## src/rtl/down_timer.sv

```systemverilog
// Loadable down-counting timer with one-shot or auto-reload operation.
// Flags the zero count one tick ahead and pulses expired_o after each underflow tick.
module down_timer #(
  parameter int Limit = 16
) (
  input  logic                     clk_i,
  input  logic                     rst_ni,
  input  logic                     load_i,
  input  logic [$clog2(Limit)-1:0] load_value_i,
  input  logic                     start_i,
  input  logic                     stop_i,
  input  logic                     dec_i,
  input  logic                     auto_reload_i,
  output logic [$clog2(Limit)-1:0] value_o,
  output logic                     busy_o,
  output logic                     will_underflow_o,
  output logic                     expired_o
);

  localparam int Width = $clog2(Limit);
  localparam logic [Width:0]   LimitExt = (Width + 1)'(Limit);
  localparam logic [Width-1:0] MaxValue = Width'(Limit - 1);

  typedef enum logic {
    IDLE = 1'b0,
    RUN  = 1'b1
  } state_e;

  state_e           state_q, state_d;
  logic [Width-1:0] value_q, value_d;
  logic [Width-1:0] reload_q, reload_d;
  logic             expired_q, expired_d;
  logic [Width-1:0] load_clamped;

  // Values beyond the count range exist only when Limit is not a power of two.
  assign load_clamped = ({1'b0, load_value_i} >= LimitExt) ? MaxValue : load_value_i;

  always_ff @(posedge clk_i or negedge rst_ni) begin
    if (!rst_ni) begin
      state_q   <= IDLE;
      value_q   <= '0;
      reload_q  <= '0;
      expired_q <= 1'b0;
    end else begin
      state_q   <= state_d;
      value_q   <= value_d;
      reload_q  <= reload_d;
      expired_q <= expired_d;
    end
  end

  // Only the highest-priority asserted control acts: load > stop > start > dec.
  always_comb begin
    state_d   = state_q;
    value_d   = value_q;
    reload_d  = reload_q;
    expired_d = 1'b0;
    if (load_i) begin
      value_d  = load_clamped;
      reload_d = load_clamped;
      state_d  = IDLE;
    end else if (stop_i) begin
      state_d = IDLE;
    end else if (start_i) begin
      state_d = RUN;
    end else if (dec_i && (state_q == RUN)) begin
      if (value_q != '0) begin
        value_d = value_q - 1'b1;
      end else begin
        expired_d = 1'b1;
        if (auto_reload_i) begin
          value_d = reload_q;
        end else begin
          state_d = IDLE;
        end
      end
    end
  end

  assign value_o          = value_q;
  assign busy_o           = (state_q == RUN);
  assign will_underflow_o = (state_q == RUN) && (value_q == '0);
  assign expired_o        = expired_q;

endmodule
```

## config.mk

```make
export PLATFORM = sky130hd
export DESIGN_NAME = down_timer
export DESIGN_NICKNAME = d
export VERILOG_FILES = /design/src/rtl/down_timer.sv
export SDC_FILE = /design/constraint.sdc
export NUM_CORES = 1
export LEC_CHECK = 0
export ABC_AREA = 0
export CORE_AREA = 2 2 39 41
export CTS_CLUSTER_SIZE = 8
export DETAILED_ROUTE_END_ITERATION = 16
export DIE_AREA = 0 0 41 43
export GPL_TIMING_DRIVEN = 0
export PLACE_DENSITY = 0.76
export SLEW_MARGIN = 10
export SYNTH_ARGS = -nofsm -noshare
export SYNTH_HDL_FRONTEND = slang
export SYNTH_SLANG_ARGS = --single-unit
```

## constraint.sdc

```tcl
create_clock -name clk_i -period 4.6 [get_ports clk_i]
set_clock_uncertainty 0.05 [all_clocks]
set_input_delay 1.15 -clock clk_i [delete_from_list [all_inputs] [get_ports clk_i]]
set_output_delay 1.15 -clock clk_i [all_outputs]
set_load 0.01 [all_outputs]
```

==> impl_metrics.yaml, run 1 <==
sta:
  fin_crit_sh_pct: 72.26
  hold_violations: 0
  setup_violations: 0
  fmax_mhz: 300.8
  relSlewSlack_pct: 69.91
  tightest_slew_ps: 449.9
  min_period_ps: 3324
  tns_ps: 0
  rsz0062_at_grt: "false"
  drv_slew: 0
hold_path:
  holdPathEnd: "reload_q[0]"
  hp-start: "reload_q[0]"
  hold_class: "reg2reg"
  hold_path_depth: 1
route:
  wire_per_inst_um: 12.97
  drc_errors: 0
  via_per_inst: 5.602
  drt_iter0_markers: 5
  drtPass1Iterations: 4
  antenna_left: 0
  vias: 521
  totalWireLength_um: 1206
worst_setup_path:
  ff2ff_path_depth: 6
  worstSetupEndpointType: "primary output"
  r2r_slack_ps: 2820
  cp.arrival_ps: 2120
  r2r_start: "value_o[0]"
  start_kind: "flop"
  cp.required_ps: 3400
  cp_max_fo: 7
  critPathLaunch: "value_o[0]"
  path_class: "reg2out"
  worstReg2RegEnd: "value_o[1]"
run:
  max_cap_viol_count: 0
floorplanning:
  die_width_um: 41
  core_area_mm2: 0.001384
  io_pins: 18
  dieArea_mm2: 0.001763
  start_util_pct: 40.42
  fp-row-count: 14
  die_h_um: 43
power_and_ir_drop:
  power_density_mw_per_mm2: 264.9
  total_power_uw: 204.5
  vdd_drop_max_mv: 0.1409
  power_leakage_uw: 0.0003097
synth:
  synth_top_area_share_pct: 44.74
  yosys_register_bits: 10
  synth.largest_area_cell: "dfrtp_1"
  ys_warn_count: 0
  postSynthAreaPerCell_um2: 9.812
  synth_area_leaders: "dfrtp_1, a21oi_1, mux2_2"
  yosysSeqAreaShare_pct: 44.74
  yosysUniqueCellTypes: 23
  synth_area_um2: 559.3
  synthCells: 57
  syn-num-nets: 69
clock_network:
  h-tree-depth: 1
  insertion_delay_ps: 260
  holdBufCountCts: 0
  cts.sinks: 10
  cts_inserted_buffers: 3
  cts.clk_slew.worst_paths_ps: 60
  cts_setup_buffers: 0
  ctsResizeCount: 0
  cts_tree: "yes"
  cts.path.max_buffers: 2
  cts_root_buffer: "clkbuf_4"
grt:
  antenna_found_initial: 0
  grt_max_degree: 11
  grtUsageTotal_pct: 17.16
  overflow: 0
  grt_pass1_wl_um: 2042
  grt_pass1_vias: 493
final_layout:
  layout.cells.non_filler: 93
  final_common_cell: "clkdlybuf4s50_1"
  drive_gt1_share_pct: 12.99
  syn2layout_area_growth_pct: 38.03
  nets: 91
  fin_area_um2: 772.0
  most-common-layout-cells: "clkdlybuf4s50_1, dfrtp_1, a21oi_1, nor2_1"
  fillCellCount: 123
  diodes: 0
run_status:
  status: "finished, final reports clean"
placed_design:
  gp_congestion: 0.7426
  dpl-instance-area_um2: 749.5
  dp_hpwl_um: 952.4
  io_buffers: 17
  placed_cells: 90
==> stage by stage <==
stage / setup slack [ps] / util, % / hold slack [ps]
after global placement: 1570 / 54.16 / 442.1
after global routing: 1111 / 55.79 / 496.1
after detailed placement: 1559 / 54.16 / 457.3
final: 1276 / 55.79 / 467.6
after floorplan: 2193 / - / 430.9
after CTS: 1255 / 55.79 / 471.3
==> cells by family after synthesis <==
| family | after synthesis | synth area share (%) |
|---|---|---|
| flip-flops | 10 | 44.74 |
| buffers and inverters | 5 | 3.354 |
| AND/OR/NAND/NOR | 22 | 24.83 |
| adder cells (fa/ha/maj) | 1 | 2.237 |
| AO/OA/AOI/OAI | 16 | 18.79 |
| multiplexers | 3 | 6.040 |
==> cell type report <==
| type | count | area [um2] | area share, % |
|---|---|---|---|
| buffer | 1 | 3.754 | 0.4862 |
| inverter | 4 | 15.01 | 1.945 |
| clock buffer | 3 | 22.52 | 2.917 |
| timing repair buffer | 17 | 170.2 | 22.04 |
| sequential | 10 | 250.2 | 32.41 |
| multi-input combinational | 42 | 290.3 | 37.60 |
| tap | 16 | 20.02 | 2.593 |
==> power breakdown <==
part           switching, uW  total [uW]  internal [uW]
logic                   17.9        43.5           25.7
clock network           27.2        57.3           30.1
registers               8.54         104           95.1
==> flip-flops by register name, indices dropped and copies added, names as in the netlist <==
| signal | count |
|---|---|
| busy_o | 1 |
| expired_o | 1 |
| reload_q | 4 |
| value_o | 4 |
==> metal layers <==
layer / vias up / routed length, um / GRT usage (%)
met1: 248 / 510 / 20.33
met4: 0 / 14 / 10.00
met2: 18 / 619 / 27.19
li1: 253 / - / -
met5: - / 0 / 0
met3: 2 / 61 / 3.141
==> synth_stat cells <==
library cell   n
dfrtp_1       10
a21oi_1        7
nor2_1         5
inv_1          4
nand2_1        4
mux2_2         3
nor2b_1        3
a211oi_1       2
nor3_1         2
nor4b_1        2
o211ai_1       2
o21ai_0        2
a2bb2oi_1      1
and2_1         1
and4b_1        1
and4bb_2       1
clkbuf_1       1
ha_1           1
nand4bb_1      1
nor3b_1        1
o21ai_2        1
o31ai_2        1
or3b_4         1
==> worst max-delay path by stage <==
stage / slack, ps / to / cells past startpoint
2_1_floorplan: 2190 / will_underflow_o / 4
3_3_place_gp: 1570 / will_underflow_o / 5
3_5_place_dp: 1560 / will_underflow_o / 5
4_1_cts: 1250 / will_underflow_o / 5
5_1_grt: 1110 / will_underflow_o / 5
6_report: 1280 / will_underflow_o / 5
==> worst max-delay path: stages (launching register included) <==
cell             delay, ps
dfrtp_1                430
inv_1                   80
ha_1                   260
nor3b_1                370
and2_1                 200
clkdlybuf4s50_1        530
Note: power is estimated with default switching activity, not from simulation.
==> run 2: changes to the inputs <==
--- a/config.mk
+++ b/config.mk
@@ -6,12 +6,12 @@
 export NUM_CORES = 1
 export LEC_CHECK = 0
 export ABC_AREA = 0
-export CORE_AREA = 2 2 39 41
+export CORE_AREA = 2 2 40 42
 export CTS_CLUSTER_SIZE = 8
 export DETAILED_ROUTE_END_ITERATION = 16
-export DIE_AREA = 0 0 41 43
+export DIE_AREA = 0 0 42 44
 export GPL_TIMING_DRIVEN = 0
-export PLACE_DENSITY = 0.76
+export PLACE_DENSITY = 0.73
 export SLEW_MARGIN = 10
 export SYNTH_ARGS = -nofsm -noshare
 export SYNTH_HDL_FRONTEND = slang
==> constraint.sdc (replaced) <==
create_clock -name clk_i -period 3.1 [get_ports clk_i]
set_clock_uncertainty 0.05 [all_clocks]
set_input_delay 0.775 -clock clk_i [delete_from_list [all_inputs] [get_ports clk_i]]
set_output_delay 0.775 -clock clk_i [all_outputs]
set_load 0.01 [all_outputs]
==> run 2 against run 1 <==
Against the previous run:
- clock power up 54%
- worst setup slack worse by 1100 ps
- final cell count unchanged
- largest power group unchanged
- die area up 4.8%
- global-route usage down 2.5 points
- critical path type unchanged
- via count up 0.38%
- first-iteration DRC count rose to 3.0 times the previous value
- critical path depth unchanged
- utilization down 1.4 points
==> impl_metrics.yaml, run 2 (same netlist as run 1, synthesis figures left out) <==
run_status:
  status: "finished, final reports clean"
route:
  vias: 523
  via_per_inst: 5.624
  drc_errors: 0
  antenna_left: 0
  drtPass1Iterations: 4
  drt_iter0_markers: 15
  wire_per_inst_um: 12.77
  totalWireLength_um: 1188
worst_setup_path:
  r2r_start: "value_o[0]"
  worstSetupEndpointType: "primary output"
  start_kind: "flop"
  cp.required_ps: 2270
  path_class: "reg2out"
  worstReg2RegEnd: "value_o[1]"
  cp.arrival_ps: 2080
  r2r_slack_ps: 1330
  ff2ff_path_depth: 6
  cp_max_fo: 7
  critPathLaunch: "value_o[0]"
  crit_end: "will_underflow_o"
grt:
  grt_max_degree: 11
  antenna_found_initial: 0
  overflow: 0
  grt_pass1_vias: 482
  grtUsageTotal_pct: 14.63
  grt_pass1_wl_um: 1959
hold_path:
  hold_class: "reg2reg"
  hp-start: "reload_q[0]"
clock_network:
  cts_inserted_buffers: 3
  cts_tree: "yes"
  insertion_delay_ps: 270
  cts.sinks: 10
  cts_setup_buffers: 0
  ctsResizeCount: 0
  holdBufCountCts: 0
  cts_root_buffer: "clkbuf_4"
  cts.path.max_buffers: 2
  h-tree-depth: 1
  cts.clk_slew.worst_paths_ps: 60
sta:
  tightest_slew_ps: 450.2
  setup_ws_ps: 194.1
  fin_crit_sh_pct: 93.74
  fmax_mhz: 344.1
  drv_slew: 0
  relSlewSlack_pct: 69.89
  rsz0062_at_grt: "false"
  tns_ps: 0
  hold_violations: 0
  setup_violations: 0
  min_period_ps: 2906
power_and_ir_drop:
  swShare_pct: 26.72
  clock_power_share_pct: 28.8
  p_sw_uw: 81.67
  internal_power_uw: 224.0
  power_density_mw_per_mm2: 395.9
  p_comb_share_pct: 21.0
  vdd_drop_max_mv: 0.1667
  total_power_uw: 305.6
  power_leakage_uw: 0.0003097
  seqPwrFrac_pct: 50.2
floorplanning:
  dieArea_mm2: 0.001848
  start_util_pct: 39.42
  die_h_um: 44
  fp-row-count: 14
  die_width_um: 42
  io_pins: 18
  core_area_mm2: 0.001419
final_layout:
  multi_input_area_um2: 290.3
  final_common_cell: "clkdlybuf4s50_1"
  diodes: 0
  area.sequential_um2: 250.2
  most-common-layout-cells: "clkdlybuf4s50_1, dfrtp_1, a21oi_1, nor2_1"
  syn2layout_area_growth_pct: 38.03
  nets: 91
  drive_gt1_share_pct: 12.99
  fillCellCount: 135
placed_design:
  gp_congestion: 0.8357
  dp_slack_ps: 488.2
  io_buffers: 17
  dp_hpwl_um: 926.4
run:
  max_cap_viol_count: 0
==> run 2: cell counts in the layout (fill, tap and decap cells not counted) <==
Identical to the previous run, type by type.
==> run 2: area by class of cell <==
class | count | area share, %
sequential | 10 | 32.41
inverter | 4 | 1.945
clock buffer | 3 | 2.917
buffer | 1 | 0.4862
tap | 16 | 2.593
multi-input combinational | 42 | 37.60
timing repair buffer | 17 | 22.04
==> run 2: worst min path at each step <==
stage | slack (ps) | depth (start not counted) | to
floorplan | 430 | 0 | busy_o
global placement | 440 | 1 | reload_q[0]
detailed placement | 450 | 1 | reload_q[0]
CTS | 460 | 1 | reload_q[0]
global route | 490 | 1 | reload_q[2]
finish | 460 | 1 | reload_q[0]
==> run 2: critical path, stage by stage (launching register included) <==
cell	delay, ps
dfrtp_1	430
inv_1	90
ha_1	250
nor3b_1	320
and2_1	200
clkdlybuf4s50_1	540
==> run 2: through the flow <==
| stage | utilization [%] | instances | hold slack, ps | cell area (um2) |
|---|---|---|---|---|
| 6_report | 54.41 | 93 | 460.3 | 772.0 |
| 2_1_floorplan | - | 57 | 429.4 | 559.3 |
| 4_1_cts | 54.41 | 93 | 461.7 | 772.0 |
| 3_3_place_gp | 52.82 | 90 | 444.1 | 749.5 |
| 5_1_grt | 54.41 | 93 | 493.0 | 772.0 |
| 3_5_place_dp | 52.82 | 90 | 447.3 | 749.5 |
==> run 2: metal layers <==
metal / track usage (%) / part of all wire [%] / up-vias
li1: - / - / 249
met1: 15.32 / 44 / 252
met2: 25.94 / 49 / 15
met3: 3.750 / 3.5 / 7
met4: 9.677 / 3.0 / 0
met5: 0 / 0 / -
==> run 2: power by group through the flow <==
stage | registers (uW) | logic [uW] | clock network (uW)
4_1_cts | 153 | 64.8 | 91.7
2_1_floorplan | 156 | 28.4 | 0
5_1_grt | 155 | 70.4 | 99.8
3_3_place_gp | 155 | 63.4 | 0
3_5_place_dp | 155 | 64.8 | 0
6_report | 153 | 64.1 | 88.1
==> run 3: changes to the inputs <==
--- a/config.mk
+++ b/config.mk
@@ -12,6 +12,7 @@
 export DIE_AREA = 0 0 42 44
 export GPL_TIMING_DRIVEN = 0
 export PLACE_DENSITY = 0.73
+export SKIP_LAST_GASP = 1
 export SLEW_MARGIN = 10
 export SYNTH_ARGS = -nofsm -noshare
 export SYNTH_HDL_FRONTEND = slang
==> results of run 3 <==
Same layout as run 2: the final DEF is identical, and so are final timing and power.
